<file path="config.mk">
export PLATFORM = sky130hd
export DESIGN_NAME = mem_access_ctrl
export DESIGN_NICKNAME = d
export VERILOG_FILES = /design/src/rtl/mem_access_ctrl.sv
export SDC_FILE = /design/constraint.sdc
export NUM_CORES = 1
export LEC_CHECK = 0
export BUFFER_PORTS_ARGS = -buffer_cell sky130_fd_sc_hd__buf_2
export CORE_MARGIN = 2
export CORE_UTILIZATION = 51
export DETAILED_ROUTE_END_ITERATION = 10
export PLACE_DENSITY = 0.81
export SYNTH_ARGS = -nofsm -noshare
export SYNTH_HDL_FRONTEND = slang
export SYNTH_SLANG_ARGS = --single-unit
export TNS_END_PERCENT = 30
</file>
<file path="constraint.sdc">
create_clock -name clk -period 2.15 [get_ports clk]
set_input_delay 0 -clock clk [delete_from_list [all_inputs] [get_ports clk]]
set_output_delay 0 -clock clk [all_outputs]
set_load 0.05 [all_outputs]
</file>
<file path="src/rtl/mem_access_ctrl.sv">
// MEM-stage load/store sequencer: alignment check, req/gnt + rvalid bus, big-endian load formatting.
// Optional abort of a stuck bus access after TIMEOUT cycles when LSU_TIMEOUT_EN is defined.
module mem_access_ctrl #(
   parameter int TIMEOUT = 64
) (
   input  logic        clk,
   input  logic        rst_n,
   input  logic        req_valid,
   output logic        req_ready,
   input  logic        req_we,
   input  logic [2:0]  req_sel,
   input  logic [31:0] req_addr,
   input  logic [31:0] req_wdata,
   input  logic [31:0] req_rt_old,
   output logic        mem_req,
   input  logic        mem_gnt,
   output logic        mem_we,
   output logic [31:0] mem_addr,
   output logic [3:0]  mem_be,
   output logic [31:0] mem_wdata,
   input  logic        mem_rvalid,
   input  logic [31:0] mem_rdata,
   output logic        rsp_valid,
   output logic [31:0] rsp_data,
   output logic        rsp_err,
   output logic        busy
);

   typedef enum logic [1:0] {S_IDLE, S_REQ, S_WAIT, S_RESP} state_t;

   state_t      state_q, state_d;
   logic [2:0]  sel_q, sel_d;
   logic [1:0]  alo_q, alo_d;
   logic [31:0] rt_q, rt_d;
   logic        mem_we_q, mem_we_d;
   logic [31:0] mem_addr_q, mem_addr_d;
   logic [3:0]  mem_be_q, mem_be_d;
   logic [31:0] mem_wdata_q, mem_wdata_d;
   logic [31:0] rsp_data_q, rsp_data_d;
   logic        rsp_err_q, rsp_err_d;
   logic        expire;
   logic        req_bad;
   logic [3:0]  st_be;
   logic [31:0] st_wdata;

   function automatic logic [31:0] fmt_load(input logic [2:0] sel, input logic [1:0] a,
                                            input logic [31:0] rd, input logic [31:0] rt);
      logic [4:0]  sh_l;
      logic [4:0]  sh_r;
      logic [31:0] t;
      logic [15:0] h;
      logic [31:0] res;
      sh_l = {a, 3'b000};
      sh_r = {2'd3 - a, 3'b000};
      t    = rd >> sh_r;
      h    = a[1] ? rd[15:0] : rd[31:16];
      case (sel)
         3'd0:    res = {{24{t[7]}}, t[7:0]};
         3'd1:    res = {24'h0, t[7:0]};
         3'd2:    res = {{16{h[15]}}, h};
         3'd3:    res = {16'h0, h};
         3'd4:    res = rd;
         3'd5:    res = (rd << sh_l) | (rt & ((32'h1 << sh_l) - 32'h1));
         3'd6:    res = t | (rt & ~(32'hFFFF_FFFF >> sh_r));
         default: res = 32'h0;
      endcase
      return res;
   endfunction

   // Request decode: legality, alignment and store lane placement.
   always_comb begin
      req_bad  = 1'b0;
      st_be    = 4'b1111;
      st_wdata = req_wdata;
      if (req_we) begin
         req_bad = !(req_sel == 3'd0 || req_sel == 3'd2 || req_sel == 3'd4);
      end else begin
         req_bad = (req_sel == 3'd7);
      end
      if ((req_sel == 3'd2 || req_sel == 3'd3) && req_addr[0]) begin
         req_bad = 1'b1;
      end
      if (req_sel == 3'd4 && req_addr[1:0] != 2'b00) begin
         req_bad = 1'b1;
      end
      if (req_we && req_sel == 3'd0) begin
         st_be    = 4'b1000 >> req_addr[1:0];
         st_wdata = {4{req_wdata[7:0]}};
      end else if (req_we && req_sel == 3'd2) begin
         st_be    = req_addr[1] ? 4'b0011 : 4'b1100;
         st_wdata = {2{req_wdata[15:0]}};
      end
   end

`ifdef LSU_TIMEOUT_EN
   localparam int CW = ($clog2(TIMEOUT + 1) > 8) ? $clog2(TIMEOUT + 1) : 8;
   logic [CW-1:0] cnt_q;

   // Held at zero in IDLE, so it is clear on every entry to REQ.
   always_ff @(posedge clk or negedge rst_n) begin
      if (!rst_n) begin
         cnt_q <= '0;
      end else if (state_q == S_REQ || state_q == S_WAIT) begin
         cnt_q <= cnt_q + 1'b1;
      end else begin
         cnt_q <= '0;
      end
   end

   assign expire = (cnt_q == CW'(TIMEOUT - 1));
`else
   logic unused_timeout;
   assign unused_timeout = (TIMEOUT == 0);
   assign expire         = 1'b0;
`endif

   always_comb begin
      state_d     = state_q;
      sel_d       = sel_q;
      alo_d       = alo_q;
      rt_d        = rt_q;
      mem_we_d    = mem_we_q;
      mem_addr_d  = mem_addr_q;
      mem_be_d    = mem_be_q;
      mem_wdata_d = mem_wdata_q;
      rsp_data_d  = rsp_data_q;
      rsp_err_d   = rsp_err_q;
      case (state_q)
         S_IDLE: begin
            if (req_valid) begin
               sel_d      = req_sel;
               alo_d      = req_addr[1:0];
               rt_d       = req_rt_old;
               rsp_data_d = 32'h0;
               rsp_err_d  = req_bad;
               if (req_bad) begin
                  state_d = S_RESP;
               end else begin
                  mem_we_d    = req_we;
                  mem_addr_d  = {req_addr[31:2], 2'b00};
                  mem_be_d    = st_be;
                  mem_wdata_d = st_wdata;
                  state_d     = S_REQ;
               end
            end
         end
         S_REQ: begin
            // A grant in the expiry cycle still wins.
            if (mem_gnt) begin
               state_d = mem_we_q ? S_RESP : S_WAIT;
            end else if (expire) begin
               rsp_err_d = 1'b1;
               state_d   = S_RESP;
            end
         end
         S_WAIT: begin
            if (mem_rvalid) begin
               rsp_data_d = fmt_load(sel_q, alo_q, mem_rdata, rt_q);
               state_d    = S_RESP;
            end else if (expire) begin
               rsp_err_d = 1'b1;
               state_d   = S_RESP;
            end
         end
         S_RESP:  state_d = S_IDLE;
         default: state_d = S_IDLE;
      endcase
   end

   always_ff @(posedge clk or negedge rst_n) begin
      if (!rst_n) begin
         state_q     <= S_IDLE;
         sel_q       <= 3'd0;
         alo_q       <= 2'd0;
         rt_q        <= 32'h0;
         mem_we_q    <= 1'b0;
         mem_addr_q  <= 32'h0;
         mem_be_q    <= 4'h0;
         mem_wdata_q <= 32'h0;
         rsp_data_q  <= 32'h0;
         rsp_err_q   <= 1'b0;
      end else begin
         state_q     <= state_d;
         sel_q       <= sel_d;
         alo_q       <= alo_d;
         rt_q        <= rt_d;
         mem_we_q    <= mem_we_d;
         mem_addr_q  <= mem_addr_d;
         mem_be_q    <= mem_be_d;
         mem_wdata_q <= mem_wdata_d;
         rsp_data_q  <= rsp_data_d;
         rsp_err_q   <= rsp_err_d;
      end
   end

   assign req_ready = (state_q == S_IDLE);
   assign busy      = (state_q != S_IDLE);
   assign mem_req   = (state_q == S_REQ);
   assign rsp_valid = (state_q == S_RESP);
   assign mem_we    = mem_we_q;
   assign mem_addr  = mem_addr_q;
   assign mem_be    = mem_be_q;
   assign mem_wdata = mem_wdata_q;
   assign rsp_data  = rsp_data_q;
   assign rsp_err   = rsp_err_q;

endmodule
</file>
# Word level (Yosys, flattened, before mapping)
# Cells that the tools add are included.
dict set report totals {
  memories 0
  latchBits 0
  romBits 0
  ramBits 0
  output_inout_bits 106
  word_cells 76
  reg_bits 139
  input_bits 137
}
dict set report classes {
  bitwise_logic 6
  n_shift 5
  n_mux 19
  mul 0
  n_lt_le_gt_ge 0
  n_reduce_logical 18
  n_eq_ne 16
  n_div 0
  add_sub_neg 2
}
# op n
set ops {}
lappend ops {{$pmux 32 s7} 1}
lappend ops {{$mux 32} 4}
lappend ops {{$and 32x32->32} 2}
lappend ops {{$or 32x32->32} 2}
lappend ops {{$pmux 32 s2} 1}
lappend ops {{$not 32->32} 1}
lappend ops {{$shl 1x5->32 const A} 1}
lappend ops {{$shl 32x5->32} 1}
lappend ops {{$shr 32x5->32} 1}
lappend ops {{$shr 32x5->32 const A} 1}
lappend ops {{$sub 32x1->32 const B} 1}
lappend ops {{$mux 16} 1}
lappend ops {{$eq 3x3->1 const B} 5}
lappend ops {{$eq 3x2->1 const B} 4}
lappend ops {{$mux 4} 3}
lappend ops {{$reduce_and 3->1} 3}
lappend ops {{$mux 2} 4}
lappend ops {{$pmux 2 s4} 1}
lappend ops {{$logic_not 3->1} 2}
lappend ops {{$reduce_bool 2->1} 3}
lappend ops {{$eq 2x2->1 const B} 2}
lappend ops {{$logic_and 1x1->1} 4}
lappend ops {{$mux 1} 4}
lappend ops {{$ne 2x2->1 const B} 2}
lappend ops {{10 further kinds} 12}

# Depth between registers and ports, before layout
dict set report depth {
  depth_word 10
  ltp_mapped 9
  ltp_nobuf 7
}

# Least setup slack after synthesis
# OpenSTA, ideal clock, no wires.
dict set report synth_path {
  kind {reg-to-reg}
  startpoint {reg state_q[0]}
  endpoint {reg mem_addr_q[10], in the netlist mem_addr[10]}
  synth_period_minus_slack_ps 2348
  setup_slack_ps -198
  path_stages_with_launch 8
  t_arrival_ps 2223
  setup_time_ps 125
  path_buffers 2
  t_required_ps 2025
  path_cell_list {dfrtp_1 inv_1 ha_1 clkbuf_1 nand2_1 a211oi_4 buf_6 mux2_2}
}
dict set report synth_between {
  elab_chain_cells 2
}
# element line_no
set synth_rtl {}
lappend synth_rtl {{start: declaration} 31} ;# state_t state_q, state_d;
lappend synth_rtl {{start signal: assignment} 183} ;# state_q <= state_d;
lappend synth_rtl {{$logic_not 2->1} --}
lappend synth_rtl {{named net req_ready} 9} ;# output logic req_ready,
lappend synth_rtl {{$reduce_and 3->1 (no source line)} --}
lappend synth_rtl {{end signal: assignment} 188} ;# mem_addr_q <= mem_addr_d;
lappend synth_rtl {{end: declaration} 36} ;# logic [31:0] mem_addr_q, mem_addr_d;
# The timed path passes the listed nets, and every way through them passes these cells.
# A chain may end at the register's enable or synchronous reset.

# Worst setup path after layout
dict set report layout_path {
  startpoint {reg alo_q[1]}
  endpoint {reg rsp_data_q[10], in the netlist rsp_data[10]}
}
dict set report layout_between {
  elab_chain_cells 8
  elab_cells_between_ends 15
  classes_between {add/sub (2); shift (4); mux (4); bitwise (5)}
}
# element line_no
set layout_rtl {}
lappend layout_rtl {{start: declaration} 33} ;# logic [1:0] alo_q, alo_d;
lappend layout_rtl {{start signal: assignment} 185} ;# alo_q <= alo_d;
lappend layout_rtl {{parallel branches: the longest is 5 deep, another holds $sub 32x1->32} --}
lappend layout_rtl {{$pmux 32 s7 (*)} 57} ;# case (sel)
lappend layout_rtl {{$mux 32 (*)} 157} ;# if (mem_rvalid) begin
lappend layout_rtl {{$pmux 32 s2 (*)} 128} ;# case (state_q)
lappend layout_rtl {{end signal: assignment} 191} ;# rsp_data_q <= rsp_data_d;
lappend layout_rtl {{end: declaration} 39} ;# logic [31:0] rsp_data_q, rsp_data_d;
# Every way passes the cells marked *. The select of a mux whose other input is x is not followed.

==> implementation parameters <==
Parameter                              Value

Run status
  Outcome    finished clean

STA
  Sum Neg Setup Slack    0 ns
  Post-Route Skew    0.00663 ns
  Relative slew slack    roughly 64%
  Final Cycle Share    between 90% and 100%
  Setup repair after global routing missed its margin    no
  Final hold violation count    0
  Total setup violations reported at the end of the flow    0
  Actual slew at the worst max-slew pin    0.535 ns
  Post-Route Hold Slack    0.0552 ns
  Max-slew violation count    0
  Achievable clock frequency    484 MHz
  Tmin final    2.07 ns

Synth
  Yosys warns    0
  Top-count cell post-synth    dfrtp_1
  Cell taking the most area after synthesis    dfrtp_1
  Commonest register cell after synthesis    dfrtp_1
  Cells after Synth    644
  Area share of the largest cell type after synthesis    a little under half
  Mapped Avg Cell Area    11.5 um2
  Synthesis-stage register bit count    139
  Area of the mapped netlist    between 7000 and 8000 um2
  Synth top area cells    dfrtp_1, mux2_2, mux2i_1
  Share of async-settable or async-resettable flops after synthesis    100%
  Post-synth EDFFs    0
  Number of library cell types mapped by synthesis    58
  Top post-synthesis cells by count    dfrtp_1, mux2_2, mux2i_1
  Sequential share of the synthesized area    47.0%

Layout
  Multi-input logic area    3640 um2
  Final net count    1,151
  Share of final-layout standard cells stronger than drive strength 1    40.4%
  Number of fillers in the final layout    902
  Layout overhead on the synthesized area    45.0%
  Final non-filler cell total    1,209
  FF/Latch Area    3480 um2
  Final instance area    approximately 11,000 um2
  Final cell utilization of the core    roughly 75%

Setup path
  Highest fanout seen on the critical path    8
  Arrival time worst endpoint    roughly 2.4 ns
  Source of the critical timing path    alo_q[1]
  Required time worst endpoint    2.44 ns
  Setup CP Type    flop to flop
  Startpoint of the lowest-slack register-to-register path    alo_q[1]
  Critical Path End Type    flop
  FF-to-FF setup slack    0.08 ns
  Critical R2R Capture    rsp_data[10]
  Worst Reg2Reg Path Length in Cells    7
  Startpoint type of the worst setup path    flop

Route
  Routed len/inst    20.4 um
  Drt drc    0
  Iter 0 DRT Violations    739
  Vias after detailed routing    about 7,300
  Number of antenna-violating nets in the routed design    0
  Total Wirelength    24.6 mm
  Via-to-Cell Ratio    about 6.0
  Number of iterations in the first detailed-routing pass    7

Placement
  Routability Congestion    0.933
  Count of input and output buffers    240
  Placed instance count    1,053
  Placed Instance Area    8910 um2
  Detailed placer's ending HPWL    15.6 mm

Power
  Switching part of the total    48.7%
  Power density normalized to cell area    1630 nW/um2
  Standby leakage power    4.97 nW
  Pint    8.96 mW
  Peak supply drop    roughly 1.2 mV
  Clock group share of total power    16.5%
  Part of the power in combinational logic    between 50% and 60%
  Sw Pwr    8.52 mW
  Reg power frac    27.3%

CTS
  Maximum root-to-sink buffer count    2
  H-tree levels    4
  Reg clk slew, reported paths    about 0.060 ns
  Clk_lat worst skew    around 0.42 ns
  Buffer type at the clock tree root    clkbuf_16
  Post-CTS Setup Bufs    0
  Clock Sink Count    between 100 and 150
  Clock buffer count from CTS    17
  TritonCTS clock tree    yes

GRT
  Initial antenna violation count    1
  Largest net degree at the start of global routing    60
  All-layer global routing usage    between 30% and 40%
  Remaining global-route overflow    0
  Vias in the first global route    7,511
  First-pass GRT wire length    39.7 mm

Floorplan
  Placeable Area    14,400 um2
  Area enclosed by the die boundary    15,500 um2
  Floorplan die width    124 um
  Number of ports placed on the die boundary    243
  Overall die height    ~120 um
  Row count    44
  Starting utilization of the core area    51.5%

Worst hold path
  Start point of the worst hold path    mem_gnt
  Type of the tightest min-delay check    input port to flop
  Hold Crit Endpoint    state_q[1]
  Hold path cells    3

Flow run
  Total of max-cap violations    0
-- power groups by stage --
| stage | clock [mW] | combinational (mW) | sequential, mW |
|---|---|---|---|
| 6_report | 2.89 | 9.82 | 4.77 |
| 5_1_grt | 3.04 | 10.3 | 4.89 |
| 4_1_cts | 2.91 | 9.64 | 4.70 |
| 3_5_place_dp | 0 | 9.45 | 4.71 |
| 3_3_place_gp | 0 | 9.30 | 4.66 |
| 2_1_floorplan | 0 | 4.13 | 7.50 |
-- worst max path at each step --
stage               endpoint  cells past startpoint
5_1_grt          rsp_data[8]                      8
3_3_place_gp    rsp_data[24]                      7
4_1_cts        mem_wdata[13]                      8
6_report        rsp_data[10]                      7
2_1_floorplan   mem_addr[10]                      7
3_5_place_dp    rsp_data[25]                      7
-- final cells by class --
| cell class | instances | share of cell area [%] |
|---|---|---|
| multi-input combinational | 445 | 33.9 |
| sequential | 139 | 32.5 |
| timing repair buffer | 398 | 25.8 |
| clock buffer | 18 | 4.00 |
| tap | 184 | 2.15 |
| clock inverter | 14 | 1.37 |
| inverter | 9 | 0.315 |
| antenna | 2 | 0.0467 |
-- flip-flops by register name, summed over array words and instances, names as in the netlist --
name,count
mem_be,4
state_q,2
mem_wdata,32
sel_q,3
mem_addr,30
alo_q,2
mem_we,1
rsp_data,32
rsp_err,1
rt_q,32
-- critical path, stage by stage, from the launching register on --
cell and delay, ns:
dfrtp_1 0.53, mux2_2 0.42, mux2i_1 0.21, nor3_1 0.08
buf_4 0.17, a221oi_1 0.27, buf_4 0.18, o21ai_0 0.08
-- through the flow --
stage / power (mW) / worst slack [ns]
finish: 17.5 / 0.0834
global route: 18.3 / 0.00537
floorplan: 11.6 / 0.0262
global placement: 14.0 / 0.0768
CTS: 17.3 / 0.0672
detailed placement: 14.2 / -0.000149
-- cells by family after synthesis --
logic type / count (synthesis) / synth area share (%)
mux: 158 / 24.0
compound gates: 187 / 17.8
buf+inv: 61 / 4.28
fa+ha+maj: 4 / 0.677
simple gates: 94 / 6.11
other cells: 1 / 0.0507
flops: 139 / 47.0
-- cell usage in the layout, fill, tap and decap left out, drive strengths merged, types with 8 or more instances in the layout --
master       count
mux2            87
o21ai           39
nand2           31
dlygate4sd3    122
mux2i           64
a31oi           11
dfrtp          139
a21oi           47
o221ai          13
o221a            8
a222oi           8
o22a             8
buf            276
a22oi           13
nor2            32
a221o           10
inv             11
clkbuf          18
nor2b           15
-- routing by layer --
metal	up-vias	GRT usage, %	part of all wire, %
met3	82	9.19	9.3
met1	3538	39.8	38
met5	-	0	0
met2	469	52.6	49
li1	3176	-	-
met4	0	13.9	3.7
-- repair_timing --
action	in CTS	in global routing
gates resized for setup	1	1
hold buffers	122	0
setup endpoints to repair	1	1
hold endpoints to repair	255	0
pin swaps	0	0
Power figures use the tool's default switching activity.
